**src/rtl/meas_frame_scheduler_if.sv**
```systemverilog
// Control, demod and UART byte-port signals of the measurement frame scheduler.
// The master modport is the scheduler's view; slave is the surrounding system.
interface meas_frame_scheduler_if;
    logic        Enable;
    logic [1:0]  ChMask;
    logic        Done;
    logic        Busy;
    logic        TimeoutErr;
    logic        DemodEnCh1;
    logic        DemodEnCh2;
    logic        DemodReadyCh1;
    logic        DemodReadyCh2;
    logic [31:0] DemodResultCh1;
    logic [31:0] DemodResultCh2;
    logic        UARTAvl;
    logic [7:0]  UARTSend;
    logic        UARTDatLock;

    modport master (
        input  Enable, ChMask, DemodReadyCh1, DemodReadyCh2,
               DemodResultCh1, DemodResultCh2, UARTAvl,
        output Done, Busy, TimeoutErr, DemodEnCh1, DemodEnCh2,
               UARTSend, UARTDatLock
    );

    modport slave (
        output Enable, ChMask, DemodReadyCh1, DemodReadyCh2,
               DemodResultCh1, DemodResultCh2, UARTAvl,
        input  Done, Busy, TimeoutErr, DemodEnCh1, DemodEnCh2,
               UARTSend, UARTDatLock
    );
endinterface

```
**src/rtl/meas_frame_scheduler.sv**
```systemverilog
// Runs NUM_MEAS demodulations round-robin over the enabled channels and
// streams each 32-bit result, framed by a header and checksum, over the UART byte port.
module meas_frame_scheduler #(
    parameter int unsigned NUM_MEAS = 8,
    parameter logic [7:0]  HEADER   = 8'hAA,
    parameter int unsigned TIMEOUT  = 65535
) (
    input logic                    Clk,
    input logic                    Rst,
    meas_frame_scheduler_if.master bus
);
    localparam int TW = (TIMEOUT > 1) ? $clog2(TIMEOUT) : 1;
    localparam logic [TW-1:0] TMAX      = TW'(TIMEOUT - 1);
    localparam logic [7:0]    LAST_MEAS = 8'(NUM_MEAS - 1);

    typedef enum logic [2:0] {
        IDLE, HDR, DEMOD, WAIT_RDY, SHIFT, SEND, WAIT_BUSY, DONE
    } state_t;

    state_t      state, stateNext, retState;
    logic [1:0]  mask;
    logic        curCh;
    logic [7:0]  measCnt;
    logic [2:0]  byteCnt;
    logic [TW-1:0] timeoutCnt;
    logic [31:0] result;
    logic [7:0]  byteReg;
    logic [7:0]  csum;
    logic [7:0]  uartSend;
    logic        datLock;
    logic        demodEn1;
    logic        demodEn2;
    logic        timeoutErr;

    logic        readyCur;
    logic [31:0] resultCur;
    logic        abort;
    logic        timedOut;
    logic        lastMeas;

    assign readyCur  = curCh ? bus.DemodReadyCh2  : bus.DemodReadyCh1;
    assign resultCur = curCh ? bus.DemodResultCh2 : bus.DemodResultCh1;
    assign abort     = !bus.Enable && (state != IDLE);
    assign timedOut  = (timeoutCnt == TMAX);
    assign lastMeas  = (measCnt == LAST_MEAS);

    assign bus.Done        = (state == DONE);
    assign bus.Busy        = (state != IDLE) && (state != DONE);
    assign bus.TimeoutErr  = timeoutErr;
    assign bus.DemodEnCh1  = demodEn1;
    assign bus.DemodEnCh2  = demodEn2;
    assign bus.UARTSend    = uartSend;
    assign bus.UARTDatLock = datLock;

    always_ff @(posedge Clk) begin
        if (Rst) state <= IDLE;
        else     state <= stateNext;
    end

    always_comb begin
        stateNext = state;
        case (state)
            IDLE:      if (bus.Enable) stateNext = (bus.ChMask != 2'b00) ? HDR : DONE;
            HDR:       stateNext = SEND;
            DEMOD:     stateNext = WAIT_RDY;
            WAIT_RDY:  if (readyCur || timedOut) stateNext = SHIFT;
            SHIFT:     stateNext = (byteCnt != 3'd4 || lastMeas) ? SEND : DEMOD;
            SEND:      if (bus.UARTAvl) stateNext = WAIT_BUSY;
            WAIT_BUSY: if (!bus.UARTAvl) stateNext = retState;
            DONE:      stateNext = DONE;
            default:   stateNext = IDLE;
        endcase
        // Enable low wins over everything except reset, including the DONE hold.
        if (abort) stateNext = IDLE;
    end

    always_ff @(posedge Clk) begin
        if (Rst) begin
            retState   <= IDLE;
            mask       <= 2'b00;
            curCh      <= 1'b0;
            measCnt    <= 8'd0;
            byteCnt    <= 3'd0;
            timeoutCnt <= '0;
            result     <= 32'd0;
            byteReg    <= 8'd0;
            csum       <= 8'd0;
            uartSend   <= 8'd0;
            datLock    <= 1'b0;
            demodEn1   <= 1'b0;
            demodEn2   <= 1'b0;
            timeoutErr <= 1'b0;
        end else begin
            datLock <= 1'b0;
            if (abort) begin
                demodEn1   <= 1'b0;
                demodEn2   <= 1'b0;
                timeoutErr <= 1'b0;
            end else begin
                case (state)
                    IDLE: if (bus.Enable) begin
                        mask       <= bus.ChMask;
                        measCnt    <= 8'd0;
                        csum       <= 8'd0;
                        timeoutErr <= 1'b0;
                        curCh      <= !bus.ChMask[0];
                    end
                    HDR: begin
                        byteReg  <= HEADER;
                        retState <= DEMOD;
                    end
                    DEMOD: begin
                        demodEn1   <= !curCh;
                        demodEn2   <= curCh;
                        timeoutCnt <= '0;
                    end
                    WAIT_RDY: begin
                        // A Ready arriving on the expiry cycle still counts as a real result.
                        if (readyCur || timedOut) begin
                            result   <= readyCur ? resultCur : 32'hFFFF_FFFF;
                            demodEn1 <= 1'b0;
                            demodEn2 <= 1'b0;
                            byteCnt  <= 3'd0;
                            if (!readyCur) timeoutErr <= 1'b1;
                        end else begin
                            timeoutCnt <= timeoutCnt + 1'b1;
                        end
                    end
                    SHIFT: begin
                        if (byteCnt != 3'd4) begin
                            byteReg  <= result[31:24];
                            result   <= {result[23:0], 8'h00};
                            byteCnt  <= byteCnt + 3'd1;
                            retState <= SHIFT;
                        end else begin
                            measCnt <= measCnt + 8'd1;
                            if (lastMeas) begin
                                byteReg  <= csum;
                                retState <= DONE;
                            end else if (mask == 2'b11) begin
                                curCh <= !curCh;
                            end
                        end
                    end
                    SEND: if (bus.UARTAvl) begin
                        uartSend <= byteReg;
                        datLock  <= 1'b1;
                        // Only payload bytes return to SHIFT; header and checksum are excluded.
                        if (retState == SHIFT) csum <= csum + byteReg;
                    end
                    default: ;
                endcase
            end
        end
    end
endmodule

```
**src/flat_wrapper.sv**
```systemverilog
// flat-port wrapper written by rule: the top's interface ports become plain ports
module meas_frame_scheduler_flat 
#(
    parameter int unsigned NUM_MEAS = 8,
    parameter logic [7:0]  HEADER   = 8'hAA,
    parameter int unsigned TIMEOUT  = 65535
)
  (Clk, Rst, bus_Enable, bus_ChMask, bus_DemodReadyCh1, bus_DemodReadyCh2, bus_DemodResultCh1, bus_DemodResultCh2, bus_UARTAvl, bus_Done, bus_Busy, bus_TimeoutErr, bus_DemodEnCh1, bus_DemodEnCh2, bus_UARTSend, bus_UARTDatLock);
  meas_frame_scheduler_if bus_i ();
  input logic Clk;
  input logic Rst;
  input wire logic [$bits(bus_i.Enable)-1:0] bus_Enable;
  input wire logic [$bits(bus_i.ChMask)-1:0] bus_ChMask;
  input wire logic [$bits(bus_i.DemodReadyCh1)-1:0] bus_DemodReadyCh1;
  input wire logic [$bits(bus_i.DemodReadyCh2)-1:0] bus_DemodReadyCh2;
  input wire logic [$bits(bus_i.DemodResultCh1)-1:0] bus_DemodResultCh1;
  input wire logic [$bits(bus_i.DemodResultCh2)-1:0] bus_DemodResultCh2;
  input wire logic [$bits(bus_i.UARTAvl)-1:0] bus_UARTAvl;
  output wire logic [$bits(bus_i.Done)-1:0] bus_Done;
  output wire logic [$bits(bus_i.Busy)-1:0] bus_Busy;
  output wire logic [$bits(bus_i.TimeoutErr)-1:0] bus_TimeoutErr;
  output wire logic [$bits(bus_i.DemodEnCh1)-1:0] bus_DemodEnCh1;
  output wire logic [$bits(bus_i.DemodEnCh2)-1:0] bus_DemodEnCh2;
  output wire logic [$bits(bus_i.UARTSend)-1:0] bus_UARTSend;
  output wire logic [$bits(bus_i.UARTDatLock)-1:0] bus_UARTDatLock;
  assign bus_i.Enable = bus_Enable;
  assign bus_i.ChMask = bus_ChMask;
  assign bus_i.DemodReadyCh1 = bus_DemodReadyCh1;
  assign bus_i.DemodReadyCh2 = bus_DemodReadyCh2;
  assign bus_i.DemodResultCh1 = bus_DemodResultCh1;
  assign bus_i.DemodResultCh2 = bus_DemodResultCh2;
  assign bus_i.UARTAvl = bus_UARTAvl;
  assign bus_Done = bus_i.Done;
  assign bus_Busy = bus_i.Busy;
  assign bus_TimeoutErr = bus_i.TimeoutErr;
  assign bus_DemodEnCh1 = bus_i.DemodEnCh1;
  assign bus_DemodEnCh2 = bus_i.DemodEnCh2;
  assign bus_UARTSend = bus_i.UARTSend;
  assign bus_UARTDatLock = bus_i.UARTDatLock;
  meas_frame_scheduler #(.NUM_MEAS(NUM_MEAS), .HEADER(HEADER), .TIMEOUT(TIMEOUT)) u_core (.Clk(Clk), .Rst(Rst), .bus(bus_i));
endmodule
```
**config.mk**
```make
export PLATFORM = sky130hd
export DESIGN_NAME = meas_frame_scheduler_flat
export DESIGN_NICKNAME = d
export VERILOG_FILES = /design/src/rtl/meas_frame_scheduler_if.sv /design/src/rtl/meas_frame_scheduler.sv /design/src/flat_wrapper.sv
export SDC_FILE = /design/constraint.sdc
export NUM_CORES = 1
export LEC_CHECK = 0
export BUFFER_PORTS_ARGS = -buffer_cell sky130_fd_sc_hd__buf_4
export CAP_MARGIN = 25
export CORE_ASPECT_RATIO = 0.6
export CORE_MARGIN = 3
export CORE_UTILIZATION = 56
export CTS_CLUSTER_DIAMETER = 60
export CTS_CLUSTER_SIZE = 40
export DETAILED_ROUTE_END_ITERATION = 8
export GPL_TIMING_DRIVEN = 1
export PLACE_DENSITY_LB_ADDON = 0.3
export SYNTH_ARGS = -nofsm -noshare
export SYNTH_HDL_FRONTEND = slang
export SYNTH_SLANG_ARGS = --single-unit
```
**constraint.sdc**
```tcl
create_clock -name Clk -period 2.29 [get_ports Clk]
set_clock_uncertainty 0.05 [all_clocks]
set_input_delay 0.1145 -clock Clk [delete_from_list [all_inputs] [get_ports Clk]]
set_output_delay 0.1145 -clock Clk [all_outputs]
set_load 0.03 [all_outputs]
```
[After elaboration in Yosys (flattened, before gate mapping)]
Cells that the tools add are included.
Word-level totals
  bits in registers: 96
  logic and storage cells: 118
Cells by class
  bitwise operators: 2
  multiplexer cells: 43
  eq/ne operators: 25
  $add $sub $neg: 4
  reductions and logical operators: 29
Operators by type and width (count)
  $mux 32: 4
  $pmux 32 s2: 1
  $mux 8: 6
  $pmux 8 s2: 3
  $pmux 16 s2: 1
  $mux 3: 10
  $pmux 3 s8: 1
  $add 16x1->16 const B: 1
  $eq 16x16->1 const B: 1
  $mux 16: 1
  $reduce_and 4->1: 4
  $eq 3x3->1 const B: 5
  $ne 2x2->1 const B: 7
  $reduce_bool 2->1: 7
  $pmux 3 s2: 2
  $reduce_and 3->1: 4
  $mux 1: 10
  $add 8x1->8 const B: 1
  $add 8x8->8: 1
  $eq 8x3->1 const B: 1
  $ne 2x1->1 const B: 4
  $pmux 1 s2: 4
  $eq 3x2->1 const B: 2
  $ne 3x3->1 const B: 2
  15 further kinds: 20

[Depth between registers and ports, before layout]
Gate-level depths: netlist (run 1).
  depth after elaboration: 5
  depth in mapped cells: 10

[Worst setup path before layout (run 1)]
Ideal clock, no wire load.
  kind: register to register
  start: register u_core.csum[1]
  end: register u_core.csum[7]
  setup time: 0.121 ns
  stages on the path, launching flop included: 8
  path buffers: 0
  path slack: 0.294 ns
  arrival: 1.825 ns
  cells stage by stage: dfxtp_1 ha_1 a21oi_1 o2111ai_1 a21o_1 a21oi_1 mux2i_1 mux2_2
On the way
  word-level cells in the longest chain between the ends: 4
Ends and longest elaborated chain
  from (decl): line meas_frame_scheduler.sv:28  | logic [7:0] csum;
  from (signal assigned): line meas_frame_scheduler.sv:149  | if (retState == SHIFT) csum <= csum + byteReg;
  $add 8x8->8: line meas_frame_scheduler.sv:149
  $mux 8: line meas_frame_scheduler.sv:149
  $mux 8: line meas_frame_scheduler.sv:145  | SEND: if (bus.UARTAvl) begin
  $pmux 8 s2: line meas_frame_scheduler.sv:100  | case (state)
Every way passes these cells. The select of a mux whose other input is x is not followed.
A chain may end at the register's enable or synchronous reset.

[Worst setup path in the final report (run 1)]
  start: register u_core.csum[0]
  end: register u_core.csum[6]
The elaborated chain is that of the path after synthesis.

==> impl_metrics.tcl, run 1 <==
set metrics [dict create \
    crit_arrival_ns 2.37 \
    min_path_cells 3 \
    critPathCaptureType "register" \
    dp_cells 745 \
    r2r_end "u_core.csum[6]" \
    crit_path_max_fanout 3 \
    wl_um 12900 \
    via_per_inst 6.02 \
    slew_viol_final 0 \
    r2r_slack_ns 0.09 \
    finalCritPeriodShare_pct 96.2 \
    vias 4604 \
    synth_area_per_cell_um2 8.43 \
    critPathLaunchType "register" \
    cts.clk_slew.worst_paths_ns 0.06 \
    vdd_drop_max_mv 0.578 \
    place_ws_ns 0.0757 \
    clk_latency_ns 0.34 \
    htreeDepth 3 \
    fin_cells 765 \
    drive_gt1_share_pct 21.6 \
    die-height_um 78 \
    syn_inst 574 \
    drc 0 \
    critPathRequiredTime_ns 2.45 \
    r2r_start "u_core.csum[0]" \
    finalSetupViolCount 0 \
    n_fill_cell 632 \
    critPathMaxStageDelay_ns 0.46 \
    dieArea_um2 9830 \
    fin_ws_ns 0.0863 \
    slew_headroom_pct 56.5 \
    min_path_type "input port to register" \
    grt_max_degree 50 \
    worstHoldEndpoint "u_core.mask[0]" \
    antenna_found_initial 0 \
    initial_core_util_pct 59.5 \
    final_cell_area_um2 6000 \
    dpl_cell_area_um2 5600 \
    firstDrtPassIters 5 \
    synth_nets 659 \
    cts.sinks 96 \
    power_mw 5.16 \
    path_cells "ha_1, fa_1, a21o_1, a21oi_2, o21ai_0, a21oi_1, xor2_1, o31ai_2" \
    synth_top_area_cell "dfxtp_1" \
    ys_seq_elements 96 \
    ys_warn_count 0 \
    grt_pass1_vias 4484 \
    yosys-top-cells-count "dfxtp_1 (96), nor2_1 (89), nand2_1 (64)" \
    hold_viol 0 \
    area_growth_pct 24.0 \
    syn-cell-area_um2 4840 \
    grt_overflow 0 \
    final.min_clock_period_ns 2.20 \
    synthFlopType "dfxtp_1" \
    fp.coreArea_um2 8130 \
    grtUsageTotal_pct 26.4 \
    maxCapViolations 0 \
    grt_pass1_wl_um 21300 \
    ant_nets 0 \
    worst_pin_slew_ns 0.646 \
    wire_per_inst_um 16.8 \
    yosysSeqAreaShare_pct 39.7 \
    reg2reg_depth 8 \
    synth_top_area_share_pct 39.7 \
    path_class "register to register" \
    finalNetCount 737 \
    rows 25 \
    dpl.hpwl_um 9100 \
    yosys-top-cells-area "dfxtp_1 (40%), nor2_1 (6.9%), a311oi_1 (5.1%)" \
    fin_util_pct 73.8 \
    cts_buffers 9 \
    power_density_nw_per_um2 860 \
    post-synth-top-count-cell "dfxtp_1" \
    die_w_um 126 \
    port_buffers 85 \
    ys_types 61 \
    cts_tree "done" \
    root_buffer "clkbuf_16" \
    crit_slowest_cell "fa_1" \
    fmax_mhz 454 \
    diodes 0 \
    min_from "bus_ChMask[0]" \
    gp_congestion 0.909 \
    power.static_leakage_nw 2.35 \
    status "finished clean" \
    crit_start "u_core.csum[0]" \
    synth-edff-count 0 \
    drt-initial-drc-count 425 \
    num_io_pins 86 \
    clockBufferDepth 2 \
    synth_async_sr_flop_share_pct 0 \
]
==> how the worst max path moves through the flow <==
stage / endpoint / depth (start not counted) / slack (ns)
CTS: u_core.result[22] / 8 / 0.03
floorplan: u_core.csum[7] / 7 / 0.29
detailed placement: u_core.csum[6] / 8 / 0.08
global placement: u_core.csum[6] / 8 / 0.17
global route: u_core.csum[7] / 7 / -0.03
finish: u_core.csum[6] / 8 / 0.09
==> critical path: cells and delay by family, from the launching register on <==
family          cells  cell delay [ns]
compound gates      5             0.75
fa+ha+maj           2             0.71
xor+xnor            1             0.22
flops               1             0.33
==> sequential cells by signal, indices dropped and copies added (netlist names) <==
register                cells
u_core.bus.DemodEnCh1       1
u_core.bus.DemodEnCh2       1
u_core.bus.TimeoutErr       1
u_core.bus.UARTDatLock      1
u_core.bus.UARTSend         8
u_core.byteCnt              3
u_core.byteReg              8
u_core.csum                 8
u_core.curCh                1
u_core.mask                 2
u_core.measCnt              8
u_core.result              32
u_core.retState             3
u_core.state                3
u_core.timeoutCnt          16
==> what timing repair did <==
action                                  4_1_cts  5_1_grt
setup buffers                                 0        2
hold endpoints to repair                      2        0
hold buffers                                  2        0
endpoints found under the setup margin        0       50
resized for setup                             0       11
==> per-layer routing <==
layer	vias up	share of wire (%)	track usage [%]
met2	171	45	41.7
li1	2247	-	-
met4	0	2.1	8.78
met3	30	7.5	6.74
met1	2156	46	35.5
met5	-	0	0
==> report_power, final <==
group          total (mW)  switching (mW)  leakage [nW]  internal, mW
combinational        1.61           0.966          1.42         0.640
clock                1.60           0.612         0.154         0.986
sequential           1.96           0.136         0.776          1.82
==> stage by stage <==
stage	TNS [ns]	hold slack (ns)
finish	0	0.0179
CTS	0	0.0113
detailed placement	0	0.354
floorplan	0	0.208
global route	-0.0317	0.0396
global placement	0	0.330
==> cells by family after synthesis <==
logic type | Yosys count | synth area share [%]
and+or+nand+nor | 234 | 22.5
AOI/OAI and AO/OA | 136 | 21.3
DFF | 96 | 39.7
buffers and inverters | 53 | 4.73
xor gates and xnor gates | 22 | 3.98
muxes | 20 | 4.24
adders and majority gates | 13 | 3.52
==> cell usage in the layout, fill, tap and decap left out, types with 3 or more instances in the layout <==
| cell type | n |
|---|---|
| a21o_1 | 3 |
| clkbuf_1 | 3 |
| a211oi_1 | 3 |
| a311oi_1 | 28 |
| xor2_1 | 10 |
| dfxtp_1 | 96 |
| nand4_1 | 7 |
| o22ai_1 | 8 |
| inv_1 | 12 |
| nand2_1 | 64 |
| nor2_1 | 88 |
| o221ai_1 | 24 |
| nand3_1 | 15 |
| xnor2_1 | 12 |
| o21ai_0 | 9 |
| ha_1 | 12 |
| a22oi_1 | 3 |
| nor3_1 | 24 |
| a21oi_1 | 33 |
| and2_1 | 3 |
| mux2i_1 | 18 |
| buf_4 | 104 |
| clkbuf_16 | 9 |
| and3_1 | 4 |
| a32oi_1 | 3 |
==> layout make-up <==
type / count / area, um^2 / area share (%)
Clock buffer: 13 / 250 / 4.17
Clock inverter: 3 / 65.1 / 1.08
Inverter: 12 / 45.0 / 0.751
Multi-Input combinational cell: 425 / 2740 / 45.7
Sequential cell: 96 / 1920 / 32.0
Tap cell: 108 / 135 / 2.25
Timing Repair Buffer: 108 / 841 / 14.0
Power figures use the tool's default switching activity.
==> inputs of run 2 (changes only) <==
Clock period 2.29 ns to 2.2 ns, I/O delays scaled along.
==> run 2 against run 1 <==
Compared with the run above: combinational power grew 8%; global-route usage up 0.81 points; die area did not move; cell area increased by 1.8%; largest cell class unchanged.
==> impl_metrics.tcl, run 2 (synthesized netlist as in run 1, its figures left out) <==
set metrics [dict create \
    status "finished clean" \
    area_growth_pct 26.2 \
    min_path_type "input port to register" \
    grt_max_degree 44 \
    crit_slowest_cell "dfxtp_1" \
    grt_overflow 0 \
    dieArea_um2 9830 \
    critPathCaptureType "register" \
    final.min_clock_period_ns 2.17 \
    power_density_nw_per_um2 873 \
    path_class "register to register" \
    mostFrequentLayoutCells "buf_4 (108), dfxtp_1 (92), nor2_1 (88)" \
    clockBufferDepth 2 \
    initial_core_util_pct 59.5 \
    layout_commonest_cell "buf_4" \
    cts_tree "done" \
    ant_nets 0 \
    final_cell_area_um2 6110 \
    fp.coreArea_um2 8130 \
    critPathRequiredTime_ns 2.42 \
    top_register "u_core.result" \
    hold_viol 0 \
    finalNetCount 744 \
    cts_buffers 9 \
    crit_path_max_fanout 4 \
    grtUsageTotal_pct 27.2 \
    slew_headroom_pct 62.0 \
    diodes 0 \
    power_mw 5.33 \
    rsz0062_at_grt "true" \
    htreeDepth 3 \
    clk_latency_ns 0.34 \
    maxCapViolations 0 \
    path_buf_inv 1 \
    dpl_cell_area_um2 5610 \
    largestRegisters "u_core.result x32, u_core.timeoutCnt x16" \
    crit_family "compound AO/OA/AOI/OAI gates" \
    fmax_mhz 462 \
    dpl.hpwl_um 9330 \
    wire_per_inst_um 17.7 \
    drt-initial-drc-count 510 \
    largest_register_ffs 32 \
    path_cells "inv_1, ha_1, and2_1, o21ai_1, o211ai_1, nor2_2, a22oi_1, a21oi_1" \
    critPathLaunchType "register" \
    die_w_um 126 \
    vias 4771 \
    rows 25 \
    antenna_found_initial 0 \
    power.static_leakage_nw 2.38 \
    wl_um 13600 \
    drive_gt1_share_pct 24.7 \
    finalSetupViolCount 0 \
    slew_viol_final 0 \
    drc 0 \
    crit_arrival_ns 2.38 \
    cts.sinks 96 \
    critPathMaxStageDelay_ns 0.40 \
    via_per_inst 6.19 \
    root_buffer "clkbuf_16" \
    vdd_drop_max_mv 0.589 \
    finalCritPeriodShare_pct 98.4 \
    die-height_um 78 \
    grt_pass1_vias 4466 \
    gp_congestion 0.914 \
    num_io_pins 86 \
    grt_pass1_wl_um 21700 \
    port_buffers 85 \
    worst_pin_slew_ns 0.565 \
    firstDrtPassIters 7 \
    whs_ns 0.0220 \
    cts.clk_slew.worst_paths_ns 0.06 \
]
[run 2: metal layers]
metal / share of wire [%] / global-route usage, % / vias to the layer above / wire (um)
met3: 8.6 / 5.91 / 38 / 1180
met2: 46 / 43.5 / 247 / 6260
met4: 2.1 / 9.64 / 0 / 291
met5: 0 / 0 / - / 0
met1: 43 / 36.5 / 2228 / 5920
li1: - / - / 2258 / -
[run 2: worst paths after layout]
check                                  startpoint           endpoint  slack (ns)  cells after the start
worst max register to register  u_core.byteCnt[0]  u_core.byteReg[6]        0.03                      8
worst max-delay path            u_core.byteCnt[0]  u_core.byteReg[6]        0.03                      8
worst min register to register   u_core.result[8]  u_core.result[16]        0.43                      2
worst min-delay path                bus_ChMask[0]     u_core.mask[0]        0.02                      3
[run 2: worst reg2reg max path: stages, from the launching register on]
cell and delay, ns:
dfxtp_1 0.40, inv_1 0.06, ha_1 0.20, and2_1 0.26, o21ai_1 0.29, o211ai_1 0.20, nor2_2 0.30, a22oi_1 0.15
a21oi_1 0.18
[run 2: cell type report]
type | count | area, um^2
multi-input combinational | 426 | 2800
fill | 596 | 2030
sequential | 96 | 1930
timing repair buffer | 114 | 915
clock buffer | 12 | 246
tap | 108 | 135
inverter | 12 | 45.0
clock inverter | 3 | 42.5
[run 2: power breakdown]
group          switching (mW)  internal [mW]  leakage, nW
clock                   0.637          0.905        0.139
sequential              0.146           1.90        0.778
combinational            1.03          0.709         1.47
[run 2: stage by stage]
step	util [%]	setup TNS, ns	worst slack [ns]	cells
after floorplan	-	0	0.204	574
after global placement	69.0	0	0.0589	747
after detailed placement	69.0	-0.184	-0.0672	747
after CTS	73.4	0	0.00676	765
after global routing	75.1	-0.160	-0.0498	771
final	75.1	0	0.0345	771
[run 2: repair_timing]
action | in CTS | in global routing
pin swaps | 1 | 10
resized for setup | 5 | 23
hold buffers | 2 | 0
cloned | 1 | 1
setup endpoints to repair | 9 | 48
endpoints found under the hold margin | 2 | 0
setup buffers | 0 | 5
==> inputs of run 3 (changes only) <==
Settings changed: CORE_UTILIZATION 56 to 34.
==> run 3 against run 2 <==
Compared with the run above: hold slack gained 0.055 ns; clock-buffer cell count shrank 3; final cell count grew 11%; non-clock buffer count is the same; combinational power shrank 2%; sequential power is essentially flat; cell area grew 0.84%; worst setup slack gained 0.024 ns; first-iteration DRC count shrank 41%; register-to-register slack gained 0.02 ns; largest cell class unchanged; highest routed layer unchanged.
==> impl_metrics.tcl, run 3 (synthesized netlist as in run 1, its figures left out) <==
set metrics [dict create \
    status "finished clean" \
    cts_tree "done" \
    cts_buffers 9 \
    die-height_um 98.4 \
    drt-initial-drc-count 301 \
    grtUsageTotal_pct 16.2 \
    hold_viol 0 \
    final.min_clock_period_ns 2.14 \
    vdd_drop_max_mv 0.400 \
    die_w_um 160 \
    cts.sinks 96 \
    grt_overflow 0 \
    vias 4587 \
    layout_commonest_cell "buf_4" \
    dp_cells 835 \
    drc 0 \
    n_fill_cell 1364 \
    fin_cells 856 \
    multi_input_area_um2 2740 \
    critPathLaunchType "register" \
    grt_pass1_vias 4209 \
    area_growth_pct 27.3 \
    slew_headroom_pct 67.8 \
    critPathRequiredTime_ns 2.40 \
    min_path_type "input port to register" \
    ant_nets 0 \
    grt_max_degree 50 \
    finalSetupViolCount 0 \
    port_buffers 85 \
    setup_tns_ns 0 \
    top_register "u_core.result" \
    wire_per_inst_um 15.4 \
    initial_core_util_pct 35.1 \
    diodes 0 \
    mostFrequentLayoutCells "buf_4 (109), dfxtp_1 (94), nor2_1 (88)" \
    drive_gt1_share_pct 23.5 \
    gp_congestion 0.891 \
    crit_path_max_fanout 25 \
    clk_latency_ns 0.35 \
    critPathCaptureType "register" \
    root_buffer "clkbuf_16" \
    finalNetCount 744 \
    power.static_leakage_nw 2.35 \
    rows 33 \
    place_ws_ns 0.00594 \
    finalCritPeriodShare_pct 97.4 \
    crit_arrival_ns 2.34 \
    maxCapViolations 0 \
    grt_pass1_wl_um 20900 \
    via_per_inst 5.36 \
    path_class "register to register" \
    largest_register_ffs 32 \
    slew_viol_final 0 \
    clockBufferDepth 2 \
    htreeDepth 3 \
    fmax_mhz 467 \
    worst_pin_slew_ns 0.483 \
    largestRegisters "u_core.result x32, u_core.timeoutCnt x16" \
    num_io_pins 86 \
    antenna_found_initial 0 \
    whs_ns 0.0767 \
    wl_um 13200 \
    power_density_nw_per_um2 863 \
    fin_util_pct 44.7 \
    cts.clk_slew.worst_paths_ns 0.07 \
    dieArea_um2 15700 \
    dpl.hpwl_um 9680 \
    fp.coreArea_um2 13800 \
    regArea_um2 1920 \
    firstDrtPassIters 6 \
    fin_ws_ns 0.0581 \
]
run 3: cell count changes in the layout (fill, tap and decap cells not counted), moves of 2 or more:
cell        delta
clkbuf_1       -2
nand3_1        +2
a311oi_1       +2
nand3_2        -2
inv_6          +2
a311oi_2       -2
dfxtp_1        +2
clkinvlp_4     +2
dfxtp_2        -2
run 3: repair_timing:
action,CTS,global route
setup endpoints to repair,1,37
resized for setup,2,12
pin swaps,0,6
hold endpoints to repair,2,0
hold buffers,2,0
buffers inserted,0,1
gates cloned,0,2
run 3: area by class of cell:
cell class,count,share of cell area [%]
repair buffers,114,14.7
clock inverters,7,1.28
well taps,192,3.90
flip-flops and latches,96,31.2
clock buffers,9,3.66
multi-input cells,426,44.5
inverters,12,0.731
run 3: metal layers:
layer | wire, um | vias to the layer above | part of all wire [%] | GRT usage (%)
met5 | 0 | - | 0 | 0
met4 | 180 | 0 | 1.4 | 3.87
met2 | 5630 | 140 | 43 | 23.7
met1 | 6560 | 2160 | 50 | 24.0
li1 | - | 2265 | - | -
met3 | 844 | 22 | 6.4 | 3.94
run 3: path summary, 6_finish.rpt:
kind / from / endpoint / slack (ns) / cells after the start
setup / recovery: u_core.timeoutCnt[0] / u_core.result[28] / 0.06 / 9
hold / removal: bus_UARTAvl / u_core.bus.UARTDatLock / 0.08 / 3
setup reg to reg: u_core.timeoutCnt[0] / u_core.result[28] / 0.06 / 9
hold reg to reg: u_core.result[14] / u_core.result[22] / 0.43 / 2
run 3: stage by stage:
stage	cell area, um^2	power, mW
final	6160	5.31
after global routing	6160	5.61
after CTS	6070	5.31
after detailed placement	5750	3.70
after global placement	5750	3.66
after floorplan	4840	3.13
run 3: report_power, final:
group	total, mW	switching (mW)	internal [mW]
registers	2.02	0.119	1.90
clock network	1.60	0.706	0.891
logic	1.70	1.01	0.685
total	5.31	1.84	3.47
run 3: critical path, cell delays in order (launching register included):
cell and delay [ns]:
dfxtp_1 0.34, inv_1 0.10, ha_1 0.16, nand3_1 0.17, nor4_2 0.34, buf_4 0.19
o211a_4 0.21, buf_12 0.17, nor2_1 0.05, a311oi_1 0.25
